[config.mk]
export PLATFORM = sky130hd
export DESIGN_NAME = packet_lock_arbiter
export DESIGN_NICKNAME = d
export VERILOG_FILES = /design/src/rtl/router_pkg.sv /design/src/rtl/packet_lock_arbiter_rr_pick.sv /design/src/rtl/packet_lock_arbiter.sv
export SDC_FILE = /design/constraint.sdc
export NUM_CORES = 1
export LEC_CHECK = 0
export BUFFER_PORTS_ARGS = -buffer_cell sky130_fd_sc_hd__buf_2
export CAP_MARGIN = 5
export CORE_MARGIN = 5
export CORE_UTILIZATION = 42
export CTS_CLUSTER_DIAMETER = 50
export DETAILED_ROUTE_END_ITERATION = 6
export GPL_TIMING_DRIVEN = 0
export PLACE_DENSITY_LB_ADDON = 0.25
export SETUP_SLACK_MARGIN = 0.1
export SYNTH_ARGS = -nofsm -noshare
export SYNTH_HDL_FRONTEND = slang
export SYNTH_SLANG_ARGS = --single-unit
[constraint.sdc]
create_clock -name clk -period 6.4 [get_ports clk]
set_input_delay 0.32 -clock clk [delete_from_list [all_inputs] [get_ports clk]]
set_output_delay 0.32 -clock clk [all_outputs]
set_load 0.05 [all_outputs]
[src/rtl/router_pkg.sv]
// rtl/router_pkg.sv - shared router port indices, select encoding and arbiter state type
package router_pkg;

  localparam int NUM_PORTS = 5;

  localparam logic [2:0] PORT_LOCAL = 3'd0;
  localparam logic [2:0] PORT_NORTH = 3'd1;
  localparam logic [2:0] PORT_SOUTH = 3'd2;
  localparam logic [2:0] PORT_EAST  = 3'd3;
  localparam logic [2:0] PORT_WEST  = 3'd4;

  localparam logic [2:0] SEL_NONE = 3'b111;

  typedef enum logic {
    IDLE = 1'b0,
    BUSY = 1'b1
  } arb_state_t;

endpackage

[src/rtl/packet_lock_arbiter_rr_pick.sv]
// rtl/packet_lock_arbiter_rr_pick.sv - combinational 5-input rotating priority encoder (module rr_pick)
module rr_pick
  import router_pkg::*;
(
  input  logic [4:0] request,
  input  logic [2:0] ptr,
  output logic       valid,
  output logic [2:0] idx
);

  logic [3:0] pos;

  // walk offsets from farthest to nearest so the port closest to ptr is the last (winning) write
  always_comb begin
    valid = 1'b0;
    idx   = 3'd0;
    pos   = 4'd0;
    for (int k = NUM_PORTS - 1; k >= 0; k--) begin
      pos = {1'b0, ptr} + 4'(k);
      if (pos >= 4'(NUM_PORTS)) pos = pos - 4'(NUM_PORTS);
      if (request[pos[2:0]]) begin
        valid = 1'b1;
        idx   = pos[2:0];
      end
    end
  end

endmodule

[src/rtl/packet_lock_arbiter.sv]
// rtl/packet_lock_arbiter.sv - per-output packet-locking round-robin scheduler; optional watchdog via ARB_STALL_WATCHDOG_EN
module packet_lock_arbiter
  import router_pkg::*;
#(
  parameter int packet_size      = 32,
  parameter int flit_size        = 4,
  parameter int FLITS_PER_PACKET = packet_size / flit_size,
  parameter int STALL_LIMIT      = 255
) (
  input  logic       clk,
  input  logic       reset,
  input  logic [4:0] request,
  input  logic       destination_full,
  output logic [4:0] grant_vec,
  output logic [2:0] crossbar_control,
  output logic       write_request,
  output logic       busy
`ifdef ARB_STALL_WATCHDOG_EN
  ,
  output logic       stall_timeout
`endif
);

  // a single-flit packet still needs a 1-bit counter so the register has a legal width
  localparam int CNT_W = (FLITS_PER_PACKET > 1) ? $clog2(FLITS_PER_PACKET) : 1;
  localparam logic [CNT_W-1:0] LAST_FLIT = CNT_W'(FLITS_PER_PACKET - 1);

  arb_state_t       state;
  logic [2:0]       owner;
  logic [2:0]       rr_ptr;
  logic [CNT_W-1:0] flit_cnt;
  logic             pick_valid;
  logic [2:0]       pick_idx;
  logic [7:0]       req_pad;
  logic             fire;

  rr_pick u_rr_pick (
    .request (request),
    .ptr     (rr_ptr),
    .valid   (pick_valid),
    .idx     (pick_idx)
  );

  // padding keeps the owner-indexed lookup in range for every 3-bit code
  assign req_pad       = {3'b000, request};
  assign fire          = (state == BUSY) && req_pad[owner] && !destination_full;
  assign write_request = fire;
  assign grant_vec     = fire ? (5'b00001 << owner) : 5'b00000;

  // lock the output to one input for a whole packet, then rotate priority past it
  always_ff @(posedge clk or posedge reset) begin
    if (reset) begin
      state            <= IDLE;
      owner            <= 3'd0;
      rr_ptr           <= 3'd0;
      flit_cnt         <= '0;
      crossbar_control <= SEL_NONE;
      busy             <= 1'b0;
    end else begin
      case (state)
        IDLE: begin
          if (pick_valid) begin
            state            <= BUSY;
            owner            <= pick_idx;
            flit_cnt         <= '0;
            crossbar_control <= pick_idx;
            busy             <= 1'b1;
          end
        end
        BUSY: begin
          if (fire) begin
            if (flit_cnt == LAST_FLIT) begin
              state            <= IDLE;
              flit_cnt         <= '0;
              rr_ptr           <= (owner == PORT_WEST) ? PORT_LOCAL : owner + 3'd1;
              crossbar_control <= SEL_NONE;
              busy             <= 1'b0;
            end else begin
              flit_cnt <= flit_cnt + CNT_W'(1);
            end
          end
        end
        default: begin
          state <= IDLE;
          busy  <= 1'b0;
        end
      endcase
    end
  end

`ifdef ARB_STALL_WATCHDOG_EN
  localparam int SC_W = $clog2(STALL_LIMIT + 1);
  localparam logic [SC_W-1:0] STALL_MAX = SC_W'(STALL_LIMIT);

  logic [SC_W-1:0] stall_cnt;
  logic [SC_W-1:0] stall_next;

  // consecutive blocked cycles while locked, saturating at the limit
  always_comb begin
    stall_next = stall_cnt;
    if ((state != BUSY) || fire) begin
      stall_next = '0;
    end else if (stall_cnt != STALL_MAX) begin
      stall_next = stall_cnt + SC_W'(1);
    end
  end

  // sticky timeout flag; observation only, arbitration never looks at it
  always_ff @(posedge clk or posedge reset) begin
    if (reset) begin
      stall_cnt     <= '0;
      stall_timeout <= 1'b0;
    end else begin
      stall_cnt <= stall_next;
      if (stall_next == STALL_MAX) stall_timeout <= 1'b1;
    end
  end

`ifndef SYNTHESIS
  logic [31:0] sim_cycles;

  // report the first timeout with the locked input and the cycle it happened
  always_ff @(posedge clk or posedge reset) begin
    if (reset) begin
      sim_cycles <= 32'd0;
    end else begin
      sim_cycles <= sim_cycles + 32'd1;
      if ((stall_next == STALL_MAX) && !stall_timeout)
        $display("packet_lock_arbiter: stall timeout, crossbar_control=%0d cycle=%0d",
                 crossbar_control, sim_cycles);
    end
  end
`endif
`endif

endmodule

; ---- Word level (Yosys, flattened, before mapping)
; Cells that the tools add are included.
[op_classes]
n_bitwise = 1
n_eq_ne = 5
reduce_logical = 7
mux = 45
add_sub_neg = 11
magnitude_cmp = 11
shifts = 1
[ops]
columns = cell, count
row1 = 2-to-1 mux 3 bit, 17
row2 = "less-than comparator 3 x 4 -> 1 bit, second input constant", 6
row3 = binary-select mux 1 bit (select 3 bit), 6
row4 = 2-to-1 mux 1 bit, 17
row5 = "greater-or-equal comparator 4 x 3 -> 1 bit, second input constant", 4
row6 = "subtractor 3 bit, second input constant", 5
row7 = case mux 3 bit (2 select lines), 2
row8 = "adder 3 x 2 -> 4 bit, second input constant", 2
row9 = "adder 3 x 1 -> 3 bit, second input constant", 2
row10 = "== test 3 bit, second input constant", 2
row11 = AND reduction 3 bit, 2
row12 = 2-to-1 mux 5 bit, 1
row13 = "left shift 1 x 3 -> 5 bit, first input constant", 1
row14 = "adder 3 x 1 -> 4 bit, second input constant", 1
row15 = "adder 3 x 3 -> 4 bit, second input constant", 1
row16 = "inequality test 2 x 1 -> 1 bit, second input constant", 2
row17 = case mux 1 bit (2 select lines), 2
row18 = AND reduction 2 bit, 2
row19 = "greater-or-equal comparator 3 bit, second input constant", 1
row20 = logical AND 1 bit, 2
row21 = "inequality test 2 bit, second input constant", 1
row22 = logical NOT 1 bit, 1
row23 = inverter 1 bit, 1
[word_totals]
register_bits = 14

; ---- Longest topological paths before layout
[logic_depth]
depth_word = 12
mapped_depth = 12

; ---- By module
; A second synthesis with hierarchy kept.
[hier_totals]
cells_unflattened = 232
area_unflattened_um2 = 1990.7
[modules_own_cells]
columns = module, instances, seq_area_each_um2, area_per_inst_um2, cells_each
row1 = rr_pick, 1, 0.0, 1202.4, 160
row2 = packet_lock_arbiter, 1, 354.1, 788.3, 72

; ---- Worst setup path after synthesis
; No wires, ideal clock.
[synth_timing]
path_kind = flip-flop to flip-flop
start = reg rr_ptr[0]
end = reg owner[1]
path_stages_with_launch = 12
setup_time_ps = 135
required_ps = 6265
period_less_slack_ps = 2810
arrival_time_ps = 2675
path_slack_ps = 3590
cell_sequence = dfrtp_1 > buf_6 > inv_2 > ha_1 > inv_1 > fa_1 > a21oi_1 > mux2i_1 > a31oi_4 > and4_4 > a221oi_2 > o22ai_1
[synth_via]
elab_chain_cells = 11
elab_cells_between_ends = 40
[synth_lines]
columns = item, line
row1 = from (decl), packet_lock_arbiter.sv:30  ; logic [2:0] rr_ptr;
row2 = from (signal assigned), packet_lock_arbiter.sv:75  ; rr_ptr <= (owner == PORT_WEST) ? PORT_LOCAL : owner + 3'd1;
row3 = adder 3 x 3 -> 4 bit, packet_lock_arbiter_rr_pick.sv:19  ; pos = {1'b0, ptr} + 4'(k);
row4 = greater-or-equal comparator 4 x 3 -> 1 bit or subtractor 3 bit (tied branches), packet_lock_arbiter_rr_pick.sv:20  ; if (pos >= 4'(NUM_PORTS)) pos = pos - 4'(NUM_PORTS);
row5 = 2-to-1 mux 3 bit, packet_lock_arbiter_rr_pick.sv:20
row6 = binary-select mux 1 bit (select 3 bit), packet_lock_arbiter_rr_pick.sv:21  ; if (request[pos[2:0]]) begin
row7 = 2-to-1 mux 1 bit (not written as such), packet_lock_arbiter_rr_pick.sv:21
row8 = 2-to-1 mux 1 bit (5 in series), packet_lock_arbiter_rr_pick.sv:21
row9 = AND reduction 2 bit (no line), -
row10 = to (signal assigned), packet_lock_arbiter.sv:64  ; owner <= pick_idx;
row11 = to (decl), packet_lock_arbiter.sv:29  ; logic [2:0] owner;
; Several ways; a longest one is shown, not always the timed one. The select of a mux whose other input is x is not followed.
; A chain may end at the register's enable or synchronous reset.

; ---- Worst setup path in the final report
[layout_timing]
start = reg rr_ptr[0]
end = reg owner[0]
; Same word-level chain as after synthesis.

==> metrics.json <==
{
  "status": {"value": "finished, final reports clean"},
  "required_worst_endpoint": {"value": 6.52, "unit": "ns"},
  "grt_antenna_before_repair": {"value": 0},
  "setup_tns": {"value": 0, "unit": "ns"},
  "crit_type": {"value": "reg -> reg"},
  "fp-row-count": {"value": 25},
  "regToRegStartpoint": {"value": "rr_ptr[0]"},
  "worstSkewPairLatency": {"value": 0.25, "unit": "ns"},
  "dieArea": {"value": 6550, "unit": "um2"},
  "power-per-cell-area": {"value": 569, "unit": "nW/um2"},
  "cts.path.max_buffers": {"value": 2},
  "cts_hold_repair.buffers": {"value": 0},
  "drt_first_iter_violations": {"value": 137},
  "fp.dieW": {"value": 80.9, "unit": "um"},
  "floorplan.io_pins": {"value": 18},
  "worstPathArrival": {"value": 3.35, "unit": "ns"},
  "grt_first_pass_wirelength": {"value": 9.33, "unit": "mm"},
  "clock-sinks": {"value": 14},
  "grt_pass1_vias": {"value": 1819},
  "path_clk_slew": {"value": 0.06, "unit": "ns"},
  "synth_area_per_cell": {"value": 9.14, "unit": "um2"},
  "port_buffers": {"value": 15},
  "total_number_of_yosys_warnings": {"value": 0},
  "worst_setup_path_end_kind": {"value": "flip-flop"},
  "critical_path.startpoint_type": {"value": "flip-flop"},
  "antenna_cells": {"value": 0},
  "grt.total_usage": {"value": 18.0, "unit": "%"},
  "final_cell_mix": {"value": "sky130_fd_sc_hd__buf_2, sky130_fd_sc_hd__nand2_1, sky130_fd_sc_hd__ha_1, sky130_fd_sc_hd__inv_1, sky130_fd_sc_hd__dfrtp_1"},
  "wl_per_cell": {"value": 17.3, "unit": "um"},
  "routed_wirelength": {"value": 5.48, "unit": "mm"},
  "sequential_cell_area": {"value": 354, "unit": "um2"},
  "vdd_ir_drop_max": {"value": 0.000320, "unit": "V"},
  "timing.critical_path.slowest_stage_cell": {"value": "sky130_fd_sc_hd__dfrtp_1"},
  "drt_pre_antenna_iters": {"value": 4},
  "path_cells": {"value": "buf_6 > inv_2 > ha_1 > inv_1 > fa_1 > a21oi_1 > nand2b_1 > a21oi_1 > a31oi_4 > nand4_1 > o221ai_1 > o22ai_1"},
  "syn2layout_area_growth": {"value": 10.1, "unit": "%"},
  "multi_input_comb_area": {"value": 1540, "unit": "um2"},
  "setup.reg_to_reg.worst_slack": {"value": 3.17, "unit": "ns"},
  "cts.repair_timing.setup_buffer_count": {"value": 0},
  "ant_nets": {"value": 0},
  "htree_num_levels": {"value": 1},
  "cts_buffers": {"value": 3},
  "viasPerCell": {"value": 5.99},
  "floorplan.initialDensity": {"value": 43.8, "unit": "%"},
  "fin_hold_ws": {"value": 0.113, "unit": "ns"},
  "timing.final.max_slew_violations": {"value": 0},
  "dp_hpwl": {"value": 4.08, "unit": "mm"},
  "syn_nets": {"value": 255},
  "cp.buffers_inverters": {"value": 3},
  "core": {"value": 4820, "unit": "um2"},
  "worst-path-max-fanout": {"value": 10},
  "synth_top_area_share": {"value": 13.0, "unit": "%"},
  "post-route-drc-count": {"value": 0},
  "worst-r2r-cell-count": {"value": 12},
  "cts_resized": {"value": 0},
  "global_route_congestion_overflow_total": {"value": 0},
  "unrepaired_setup_endpoints_after_global_routing": {"value": "no"},
  "finClkSkew": {"value": 0.00194, "unit": "ns"},
  "synth_cells": {"value": 231},
  "timing.rr.end": {"value": "owner[0]"},
  "finalSetupViolations": {"value": 0},
  "finalWorstPathRequiredPeriod": {"value": 3.23, "unit": "ns"},
  "timing_hold_violations_final": {"value": 0},
  "static-leakage-power": {"value": 0.972, "unit": "nW"},
  "yosys_most_used_dff": {"value": "sky130_fd_sc_hd__dfrtp_1"},
  "vertical_extent_of_the_die": {"value": 80.9, "unit": "um"},
  "asyncSetResetFlopFracSynth": {"value": 100, "unit": "%"},
  "net_total_in_the_final_layout": {"value": 275},
  "timing.critical_path.slowest_cell_delay": {"value": 0.47, "unit": "ns"},
  "synth_area": {"value": 2110, "unit": "um2"},
  "setup_ws": {"value": 3.17, "unit": "ns"},
  "transition_at_the_pin_with_the_smallest_max_transition_slack": {"value": 0.557, "unit": "ns"},
  "synth_seq_cells": {"value": 14},
  "fmax": {"value": 0.309, "unit": "GHz"},
  "synth.yosys.seq_area_share": {"value": 16.8, "unit": "%"},
  "finalCritPeriodShare": {"value": 50.5, "unit": "%"},
  "gp_congestion": {"value": 0.833},
  "number_of_synthesized_flops_with_an_enable_pin": {"value": 0},
  "drive_above_1_share": {"value": 27.2, "unit": "%"},
  "worstHoldPathType": {"value": "in -> async"},
  "via_total_after_detailed_routing": {"value": 1899},
  "post_synth_num_cell_types": {"value": 74},
  "timing.slew.headroom": {"value": 62.8, "unit": "%"},
  "synth_area_leaders": {"value": "sky130_fd_sc_hd__dfrtp_1, sky130_fd_sc_hd__ha_1, sky130_fd_sc_hd__clkbuf_8, sky130_fd_sc_hd__dfstp_2, sky130_fd_sc_hd__mux4_2"},
  "timing.critical_path.max_delay_family": {"value": "compound AO/OA/AOI/OAI gates"},
  "final_common_cell": {"value": "sky130_fd_sc_hd__buf_2"},
  "synth_area_leader_cell": {"value": "sky130_fd_sc_hd__dfrtp_1"},
  "tritoncts": {"value": "built"},
  "filler_instances": {"value": 479},
  "post-place-ws": {"value": 3.20, "unit": "ns"},
  "grt_max_degree": {"value": 15},
  "crit_cells": {"value": 12},
  "cap_viol_max_count": {"value": 0},
  "ctsRootBufferMaster": {"value": "sky130_fd_sc_hd__clkbuf_8"},
  "library_cell_appearing_most_often_on_the_critical_path": {"value": "sky130_fd_sc_hd__a21oi_1"}
}
state kept, by name, summed over array words and instances, names as in the netlist:
signal,flops
busy,1
flit_cnt,3
rr_ptr,3
state,1
owner,3
crossbar_control,3
kinds of logic (layout without fill, tap and decap cells):
| group | after synthesis | in the layout | synth area share [%] |
|---|---|---|---|
| AO/OA/AOI/OAI | 81 | 81 | 31.9 |
| adder cells (fa/ha/maj) | 16 | 16 | 9.83 |
| XOR/XNOR | 7 | 7 | 3.26 |
| flip-flops | 14 | 14 | 16.8 |
| AND/OR/NAND/NOR | 74 | 74 | 22.0 |
| buffers and inverters | 30 | 49 | 10.1 |
| multiplexers | 9 | 9 | 6.10 |
stage by stage:
step	instance area (um2)	util, %	instances	total power (W)
2_1_floorplan	2110	-	231	0.00102
3_3_place_gp	2270	47.1	313	0.00122
3_5_place_dp	2270	47.1	313	0.00122
4_1_cts	2330	48.3	317	0.00131
5_1_grt	2330	48.3	317	0.00143
6_report	2330	48.3	317	0.00132
routing by layer:
metal	vias up	global-route usage (%)	part of all wire, %
li1	920	-	-
met1	923	26.8	48
met2	47	27.6	46
met3	9	2.22	4.3
met4	0	4.22	1.5
met5	-	0	0
cell type report:
class,instances,share of cell area (%)
well taps,67,3.60
plain buffers,16,6.94
inverters,14,2.26
repair buffers,15,3.23
multi-input cells,187,66.4
clock buffers,4,2.37
flip-flops and latches,14,15.2
power breakdown:
part / internal [W] / total [W] / switching [W]
combinational: 0.000428 / 0.00107 / 0.000641
sequential: 0.000130 / 0.000168 / 0.0000374
clock: 0.0000545 / 0.0000877 / 0.0000331
cells in the mapped netlist (5+ instances only):
library cell	instances
sky130_fd_sc_hd__o21ai_1	6
sky130_fd_sc_hd__ha_1	15
sky130_fd_sc_hd__dfrtp_1	11
sky130_fd_sc_hd__and2_1	6
sky130_fd_sc_hd__clkbuf_8	6
sky130_fd_sc_hd__o22ai_1	6
sky130_fd_sc_hd__nor2_1	5
sky130_fd_sc_hd__nand2_1	17
sky130_fd_sc_hd__a21oi_1	8
sky130_fd_sc_hd__nand3_1	5
sky130_fd_sc_hd__mux2i_1	5
sky130_fd_sc_hd__nand3b_1	6
sky130_fd_sc_hd__and3_1	5
sky130_fd_sc_hd__nand2b_1	8
sky130_fd_sc_hd__xnor2_1	6
sky130_fd_sc_hd__inv_1	13
worst reg2reg max path, cell delays in order (launching register included):
cell	delay, ns
sky130_fd_sc_hd__dfrtp_1	0.47
sky130_fd_sc_hd__buf_6	0.19
sky130_fd_sc_hd__inv_2	0.18
sky130_fd_sc_hd__ha_1	0.18
sky130_fd_sc_hd__inv_1	0.05
sky130_fd_sc_hd__fa_1	0.40
sky130_fd_sc_hd__a21oi_1	0.42
sky130_fd_sc_hd__nand2b_1	0.17
sky130_fd_sc_hd__a21oi_1	0.13
sky130_fd_sc_hd__a31oi_4	0.23
sky130_fd_sc_hd__nand4_1	0.26
sky130_fd_sc_hd__o221ai_1	0.32
sky130_fd_sc_hd__o22ai_1	0.12
worst max path at each step:
stage,end,from
final,owner[0],rr_ptr[0]
after global routing,owner[0],rr_ptr[0]
after CTS,owner[0],rr_ptr[0]
after detailed placement,owner[0],rr_ptr[0]
after global placement,owner[0],rr_ptr[0]
after floorplan,owner[1],rr_ptr[0]
Note: power is estimated with default switching activity, not from simulation.
